<file path="config.mk">
export PLATFORM = sky130hd
export DESIGN_NAME = uart_tx_sched
export DESIGN_NICKNAME = d
export VERILOG_FILES = /design/src/rtl/uart_tx_sched_pkg.sv /design/src/rtl/uart_tx_sched_rr_arbiter.sv /design/src/rtl/uart_tx_sched.sv
export SDC_FILE = /design/constraint.sdc
export NUM_CORES = 1
export LEC_CHECK = 0
export ABC_AREA = 0
export CELL_PAD_IN_SITES_DETAIL_PLACEMENT = 1
export CELL_PAD_IN_SITES_GLOBAL_PLACEMENT = 1
export CORE_MARGIN = 4
export CORE_UTILIZATION = 37
export DETAILED_ROUTE_END_ITERATION = 8
export PLACE_DENSITY_LB_ADDON = 0.2
export SLEW_MARGIN = 20
export SYNTH_ARGS = -nofsm -noshare
export SYNTH_HDL_FRONTEND = slang
export SYNTH_SLANG_ARGS = --single-unit
</file>
<file path="constraint.sdc">
create_clock -name clk -period 4.5 [get_ports clk]
set_input_delay 0.9 -clock clk [delete_from_list [all_inputs] [get_ports clk]]
set_output_delay 0.9 -clock clk [all_outputs]
set_load 0.05 [all_outputs]
</file>
<file path="src/rtl/uart_tx_sched_pkg.sv">
// Shared types, defaults and helpers for the UART transmit scheduler.
package uart_tx_sched_pkg;

  localparam int unsigned N_REQ_DEF        = 4;
  localparam int unsigned FRAME_CYCLES_DEF = 4400;
  localparam int unsigned GAP_CYCLES_DEF   = 16;

  typedef enum logic {
    S_IDLE = 1'b0,
    S_WAIT = 1'b1
  } state_t;

  // Pointer to the index after ptr, wrapping n-1 back to 0.
  function automatic logic [2:0] next_rr(input logic [2:0] ptr, input int unsigned n);
    return ((32'(ptr) + 32'd1) >= n) ? 3'd0 : ptr + 3'd1;
  endfunction

endpackage

</file>
<file path="src/rtl/uart_tx_sched_rr_arbiter.sv">
// Combinational round-robin arbiter: first asserted req scanning ptr, ptr+1, ... mod N.
module rr_arbiter
  import uart_tx_sched_pkg::*;
#(
  parameter int unsigned N = 4
) (
  input  logic [N-1:0] req,
  input  logic [2:0]   ptr,
  output logic         any,
  output logic [2:0]   idx
);

  logic [3:0] pos;

  always_comb begin
    any = 1'b0;
    idx = '0;
    pos = '0;
    for (int unsigned k = 0; k < N; k++) begin
      // ptr < N and k < N, so a single subtraction is enough for the modulo.
      pos = {1'b0, ptr} + 4'(k);
      if (pos >= 4'(N)) pos = pos - 4'(N);
      if (!any && (|(req & (N'(1) << pos)))) begin
        any = 1'b1;
        idx = pos[2:0];
      end
    end
  end

endmodule

</file>
<file path="src/rtl/uart_tx_sched.sv">
// Round-robin scheduler sharing one RS232 byte transmitter among N_REQ sources.
// Optional macro UART_TX_SCHED_PRIO0_EN gives requester 0 strict priority.
module uart_tx_sched
  import uart_tx_sched_pkg::*;
#(
  parameter int unsigned N_REQ        = N_REQ_DEF,
  parameter int unsigned FRAME_CYCLES = FRAME_CYCLES_DEF,
  parameter int unsigned GAP_CYCLES   = GAP_CYCLES_DEF
) (
  input  logic               clk,
  input  logic               rst,
  input  logic [N_REQ-1:0]   req_valid,
  input  logic [8*N_REQ-1:0] req_data,
  output logic [N_REQ-1:0]   req_ready,
  output logic [7:0]         tx_data,
  output logic               tx_start,
  output logic               busy,
  output logic [2:0]         grant_id
);

  localparam int unsigned LAST = FRAME_CYCLES + GAP_CYCLES - 1;
  localparam int unsigned CW   = $clog2(FRAME_CYCLES + GAP_CYCLES + 1);

  state_t           state_q, state_d;
  logic [CW-1:0]    counter_q, counter_d;
  logic [7:0]       tx_data_q, tx_data_d;
  logic [N_REQ-1:0] req_ready_q, req_ready_d;
  logic             tx_start_q, tx_start_d;
  logic             busy_q, busy_d;
  logic [2:0]       grant_id_q, grant_id_d;
  logic [2:0]       rr_ptr_q, rr_ptr_d;

  logic [N_REQ-1:0] arb_req;
  logic             arb_any, prio0_hit, win_any;
  logic [2:0]       arb_idx, win_idx;
  logic [7:0]       win_data;

`ifdef UART_TX_SCHED_PRIO0_EN
  assign prio0_hit = req_valid[0];
  assign arb_req   = req_valid & ~N_REQ'(1);
`else
  assign prio0_hit = 1'b0;
  assign arb_req   = req_valid;
`endif

  rr_arbiter #(.N(N_REQ)) u_arb (
    .req (arb_req),
    .ptr (rr_ptr_q),
    .any (arb_any),
    .idx (arb_idx)
  );

  assign win_any = prio0_hit | arb_any;
  assign win_idx = prio0_hit ? 3'd0 : arb_idx;

  always_comb begin
    win_data = '0;
    for (int unsigned k = 0; k < N_REQ; k++) begin
      if (3'(k) == win_idx) win_data = req_data[8*k +: 8];
    end
  end

  always_comb begin
    state_d     = state_q;
    counter_d   = counter_q;
    tx_data_d   = tx_data_q;
    req_ready_d = '0;
    tx_start_d  = 1'b0;
    busy_d      = busy_q;
    grant_id_d  = grant_id_q;
    rr_ptr_d    = rr_ptr_q;
    case (state_q)
      S_IDLE: begin
        if (win_any) begin
          tx_data_d   = win_data;
          req_ready_d = N_REQ'(1) << win_idx;
          tx_start_d  = 1'b1;
          grant_id_d  = win_idx;
          busy_d      = 1'b1;
          counter_d   = '0;
          rr_ptr_d    = prio0_hit ? rr_ptr_q : next_rr(win_idx, N_REQ);
          state_d     = S_WAIT;
        end
      end
      S_WAIT: begin
        counter_d = counter_q + CW'(1);
        if (counter_q == CW'(LAST)) begin
          busy_d  = 1'b0;
          state_d = S_IDLE;
        end
      end
      default: state_d = S_IDLE;
    endcase
  end

  always_ff @(posedge clk or negedge rst) begin
    if (!rst) begin
      state_q     <= S_IDLE;
      counter_q   <= '0;
      tx_data_q   <= '0;
      req_ready_q <= '0;
      tx_start_q  <= 1'b0;
      busy_q      <= 1'b0;
      grant_id_q  <= '0;
      rr_ptr_q    <= '0;
    end else begin
      state_q     <= state_d;
      counter_q   <= counter_d;
      tx_data_q   <= tx_data_d;
      req_ready_q <= req_ready_d;
      tx_start_q  <= tx_start_d;
      busy_q      <= busy_d;
      grant_id_q  <= grant_id_d;
      rr_ptr_q    <= rr_ptr_d;
    end
  end

  assign req_ready = req_ready_q;
  assign tx_data   = tx_data_q;
  assign tx_start  = tx_start_q;
  assign busy      = busy_q;
  assign grant_id  = grant_id_q;

endmodule

</file>
==> flow_summary.json, run 1 <==
{
  "clockBufferDepth": 2,
  "syn_inst": 211,
  "ir_drop_mv": 0.193,
  "num-nets-final": 319,
  "dieHeight_um": 83.4,
  "power_mw": 1.20,
  "cts_tree": "yes",
  "ff2ff_path_depth": 13,
  "end_kind": "flip-flop",
  "synth_edf_count": 0,
  "critical_path.cell_chain": "clkdlybuf4s50_1 -> a222oi_1 -> o21ai_2 -> or2_4 -> o41a_1 -> and2_4 -> inv_2 -> ha_1 -> ha_1 -> nor3_1 -> a221oi_1 -> o22ai_1",
  "synth.avg_cell_area_um2": 9.97,
  "core-area_um2": 5510,
  "final_cell_mix": "clkdlybuf4s50_1 (54), dfrtp_1 (34), nand2_1 (19), a22oi_1 (14)",
  "critPathSlowestCell": "clkdlybuf4s50_1",
  "holdCritPathClass": "flip-flop to flip-flop",
  "synth_nets": 261,
  "grtUsageTotal_pct": 17.3,
  "synthesis.area_um2": 2100,
  "place_congestion": 0.772,
  "cts_root_buf": "clkbuf_8",
  "numCtsBuffers": 5,
  "crit_end": "tx_data[6]$_DFFE_PN0P_",
  "vias": 1846,
  "dpl_cell_area_um2": 2730,
  "seq_area_um2": 851,
  "h-tree-depth": 2,
  "dieArea_um2": 6960,
  "post-route-min-period_ps": 3790,
  "post-route-cell-area_um2": 2880,
  "tns_ps": 0,
  "cp.arrival_ps": 3940,
  "start_util_pct": 38.2,
  "clock_sinks": 34,
  "reg2reg_from": "rr_ptr_q[1]$_DFFE_PN0P_",
  "finalClockSkew_ps": 3.50,
  "yosys.cell_types.count": 52,
  "drv_slew": 0,
  "insertedDiodeCount": 0,
  "drive_above_1_share_pct": 11.1,
  "post-route-drc-count": 0,
  "ant_nets": 0,
  "drt-total-wl_mm": 5.75,
  "rsz0062_at_grt": "false",
  "whs_ps": 482,
  "crit_required_ps": 4650,
  "post-route-period-util_pct": 84.1,
  "synthArstFlopShare_pct": 100,
  "die_w_um": 83.4,
  "worstSetupPathType": "primary input to flip-flop",
  "cts_setup_buffers": 0,
  "ios": 55,
  "hpwl_mm": 4.33,
  "cpMostUsedCell": "ha_1",
  "r2r_end": "tx_data[6]$_DFFE_PN0P_",
  "max_slew.worst_pin.slew_ps": 526,
  "drt_iter0_drc": 87,
  "slew_headroom_pct": 64.8,
  "grt_pass1_wl_mm": 9.78,
  "yosysSeqAreaShare_pct": 40.4,
  "via_per_inst": 5.40,
  "nFillCells": 624,
  "cts_resized": 0,
  "clock_latency_ps": 280,
  "multiInputGateArea_um2": 1160,
  "power_density_nw_per_um2": 417,
  "setup_violations": 0,
  "clk_pin_slew_worst_paths_ps": 70,
  "wl_per_cell_um": 16.8,
  "cts_hold_buffers": 0,
  "max_stage_delay_ps": 460,
  "ys_seq_elements": 34,
  "mostFrequentLayoutCell": "clkdlybuf4s50_1",
  "final_core_util_pct": 52.2,
  "p_leak_nw": 1.23,
  "cp-start-kind": "primary input",
  "port_buffers": 54,
  "syn2layout_area_growth_pct": 36.6,
  "drv_cap": 0,
  "rows": 27,
  "cp-startpoint": "req_valid[1]",
  "grt_max_degree": 35,
  "antenna_found_initial": 0,
  "status": "finished clean",
  "r2r_setup_slack_ps": 750,
  "ys.flop_type": "dfrtp_1",
  "max_clock_freq_mhz": 264,
  "yosys_warnings": 0,
  "final-hold-violation-count": 0,
  "drt_first_pass_iters": 4,
  "grt_pass1_vias": 1983,
  "grt_overflow": 0,
  "crit_path_max_fanout": 12
}
-- logic make-up after synthesis --
logic type | after synthesis | share of synthesized area [%]
xor+xnor | 6 | 2.50
buf+inv | 22 | 4.22
compound gates | 59 | 23.7
flops | 34 | 40.4
mux | 9 | 4.34
fa+ha+maj | 12 | 7.13
simple gates | 69 | 17.7
-- Yosys cell counts, drive strengths merged (2+ instances only) --
cell,number,area [µm²]
a211oi,3,45.0
a222oi,2,20.0
a22o,5,43.8
a22oi,14,105
a31oi,2,12.5
and2,14,90.1
and4,2,17.5
buf,3,17.5
clkbuf,4,15.0
dfrtp,34,851
ha,12,150
inv,15,56.3
mux2i,8,80.1
nand2,20,77.6
nand3,9,45.0
nor2,12,45.0
nor2b,3,18.8
nor3,3,20.0
o211ai,2,15.0
o21ai,11,62.6
o221ai,7,67.6
xnor2,5,43.8
-- final cells by class --
cell class	count	area share (%)
clock inverter	2	2.09
timing repair buffer	58	19.8
clock buffer	6	2.87
tap	72	3.13
multi-input combinational	155	40.5
inverter	15	1.96
sequential	34	29.6
-- power by group --
| group | leakage (nW) | internal (mW) | total (mW) | switching (mW) |
|---|---|---|---|---|
| registers | 0.434 | 0.355 | 0.409 | 0.0547 |
| clock network | 0.0714 | 0.236 | 0.351 | 0.115 |
| logic | 0.729 | 0.194 | 0.438 | 0.244 |
| total | 1.23 | 0.785 | 1.20 | 0.414 |
-- worst min path at each step --
stage	cells past startpoint	start	to
floorplan	1	counter_q[12]$_DFFE_PN0P_	counter_q[12]$_DFFE_PN0P_
global placement	1	counter_q[12]$_DFFE_PN0P_	counter_q[12]$_DFFE_PN0P_
detailed placement	1	counter_q[12]$_DFFE_PN0P_	counter_q[12]$_DFFE_PN0P_
CTS	1	counter_q[12]$_DFFE_PN0P_	counter_q[12]$_DFFE_PN0P_
global route	1	counter_q[12]$_DFFE_PN0P_	counter_q[12]$_DFFE_PN0P_
finish	1	counter_q[12]$_DFFE_PN0P_	counter_q[12]$_DFFE_PN0P_
-- per-layer routing --
metal | GRT usage [%] | part of all wire (%) | up-vias
met5 | 0 | 0 | -
met4 | 5.26 | 1.7 | 0
met2 | 27.8 | 47 | 52
li1 | - | - | 889
met3 | 5.36 | 5.9 | 10
met1 | 22.4 | 46 | 895
-- registers in the layout (all words and copies together), names as in the netlist --
signal	count
busy	1
tx_start	1
counter_q	13
grant_id	3
tx_data	8
state_q	1
req_ready	4
rr_ptr_q	3
-- critical path, delay by kind of cell --
kind	cells	cell delay, ps
AO/OA/AOI/OAI	5	1460
AND/OR/NAND/NOR	3	550
buffers and inverters	2	520
adder cells (fa/ha/maj)	2	510
-- metrics by stage --
step / std cells / worst slack, ps
floorplan: 211 / 1020
global placement: 334 / 543
detailed placement: 334 / 387
CTS: 342 / 691
global route: 342 / 428
finish: 342 / 714
Power figures use the tool's default switching activity.
==> run 2, diff against run 1 <==
--- a/config.mk
+++ b/config.mk
@@ -9,7 +9,7 @@
 export CELL_PAD_IN_SITES_DETAIL_PLACEMENT = 1
 export CELL_PAD_IN_SITES_GLOBAL_PLACEMENT = 1
 export CORE_MARGIN = 4
-export CORE_UTILIZATION = 37
+export CORE_UTILIZATION = 33
 export DETAILED_ROUTE_END_ITERATION = 8
 export PLACE_DENSITY_LB_ADDON = 0.2
 export SLEW_MARGIN = 20
==> constraint.sdc (replaced) <==
create_clock -name clk -period 3.4 [get_ports clk]
set_input_delay 0.68 -clock clk [delete_from_list [all_inputs] [get_ports clk]]
set_output_delay 0.68 -clock clk [all_outputs]
set_load 0.05 [all_outputs]
==> flow_summary.json, run 2 (synthesis gave the netlist of run 1 again) <==
{
  "tns_ps": 0,
  "drv_cap": 0,
  "ir_drop_mv": 0.216,
  "end_kind": "flip-flop",
  "dpl_cell_area_um2": 2890,
  "ios": 55,
  "status": "finished clean",
  "grt_max_degree": 35,
  "ant_nets": 0,
  "cp-start-kind": "primary input",
  "setup_violations": 0,
  "dieArea_um2": 7720,
  "p_leak_nw": 1.32,
  "start_util_pct": 34.7,
  "clockBufferDepth": 2,
  "grt_pass1_vias": 2106,
  "cp.arrival_ps": 3410,
  "post-route-period-util_pct": 95.6,
  "rows": 28,
  "cts_root_buf": "clkbuf_8",
  "finalClockSkew_ps": 11.2,
  "num-nets-final": 342,
  "dieHeight_um": 87.9,
  "final_core_util_pct": 49.8,
  "worstSetupPathType": "primary input to flip-flop",
  "grtUsageTotal_pct": 16.9,
  "cts_tree": "yes",
  "drt-total-wl_mm": 6.11,
  "slew_headroom_pct": 64.1,
  "h-tree-depth": 2,
  "max_clock_freq_mhz": 308,
  "clock_sinks": 34,
  "crit_required_ps": 3560,
  "wl_per_cell_um": 16.6,
  "power_mw": 1.55,
  "max_slew.worst_pin.slew_ps": 537,
  "grt_overflow": 0,
  "hpwl_mm": 4.54,
  "largest_reg_flops": 13,
  "core-area_um2": 6060,
  "via_per_inst": 5.29,
  "holdCritPathClass": "flip-flop to flip-flop",
  "whs_ps": 483,
  "regMostFlops": "counter_q",
  "final_cell_mix": "clkdlybuf4s50_1 (54), dfrtp_1 (32), buf_4 (27), nand2_1 (19), a22oi_1 (14)",
  "drt_first_pass_iters": 4,
  "mostFrequentLayoutCell": "clkdlybuf4s50_1",
  "clk_pin_slew_worst_paths_ps": 80,
  "post-route-min-period_ps": 3250,
  "power_density_nw_per_um2": 515,
  "syn2layout_area_growth_pct": 43.3,
  "port_buffers": 54,
  "antenna_found_initial": 0,
  "drt_iter0_drc": 42,
  "final-hold-violation-count": 0,
  "clock_latency_ps": 290,
  "post-route-cell-area_um2": 3020,
  "crit_path_max_fanout": 4,
  "insertedDiodeCount": 0,
  "drive_above_1_share_pct": 19.5,
  "numCtsBuffers": 5,
  "drv_slew": 0,
  "die_w_um": 87.9,
  "cts_hold_buffers": 0,
  "place_congestion": 0.806,
  "grt_pass1_wl_mm": 10.1,
  "vias": 1945,
  "post-route-drc-count": 0
}
## run 2: changes by cell type in the layout (fill, tap and decap cells not counted), sizes merged
cell / delta
buf: +23
bufinv: -2
clkinv: +1
clkinvlp: +1
## run 2: final timing paths
path,startpoint,end,slack [ps],cells past startpoint
max in group asynchronous,rst,rr_ptr_q[1]$_DFFE_PN0P_,2270,2
setup / recovery,req_valid[1],tx_data[6]$_DFFE_PN0P_,150,12
hold reg to reg,counter_q[12]$_DFFE_PN0P_,counter_q[12]$_DFFE_PN0P_,480,1
min in group asynchronous,rst,counter_q[1]$_DFFE_PN0P_,790,2
hold / removal,counter_q[12]$_DFFE_PN0P_,counter_q[12]$_DFFE_PN0P_,480,1
setup reg to reg,rr_ptr_q[1]$_DFFE_PN0P_,tx_data[6]$_DFFE_PN0P_,220,13
## run 2: critical path, cell delays in order
cell and delay, ps:
clkdlybuf4s50_1 460, a222oi_1 410, o21ai_2 100, or2_4 250, o41a_1 400, and2_4 170
ha_1 200, nor2b_1 140, a22oi_1 140, nor3_1 60, a221oi_1 270, o22ai_1 120
## run 2: cell type report
cell class	count	area (µm²)
clock buffer	6	82.6
sequential	34	853
inverter	15	56.3
clock inverter	2	12.5
multi-input combinational	155	1170
timing repair buffer	81	743
tap	75	93.8
fill	717	3050
## run 2: report_power, final
group          switching [mW]  internal [mW]  leakage [nW]
Combinational           0.349          0.338         0.840
Clock                   0.164          0.163        0.0472
Sequential             0.0695          0.470         0.432
## run 2: stage by stage
stage | worst slack (ps) | cells
final | 151 | 368
after CTS | 107 | 366
after global placement | -93.3 | 358
after detailed placement | -138 | 358
after global routing | -12.8 | 368
after floorplan | 16.6 | 211
## run 2: what timing repair did
item	CTS	global route
endpoints found under the hold margin	0	0
setup endpoints to repair	0	8
resized for setup	0	4
buffers inserted	0	2
## run 2: per-layer routing
layer | GRT usage [%] | vias up | wire length (µm)
met5 | 0 | - | 0
met4 | 5.44 | 0 | 102
met3 | 3.10 | 10 | 244
met2 | 28.4 | 45 | 3000
met1 | 22.0 | 951 | 2760
li1 | - | 939 | -
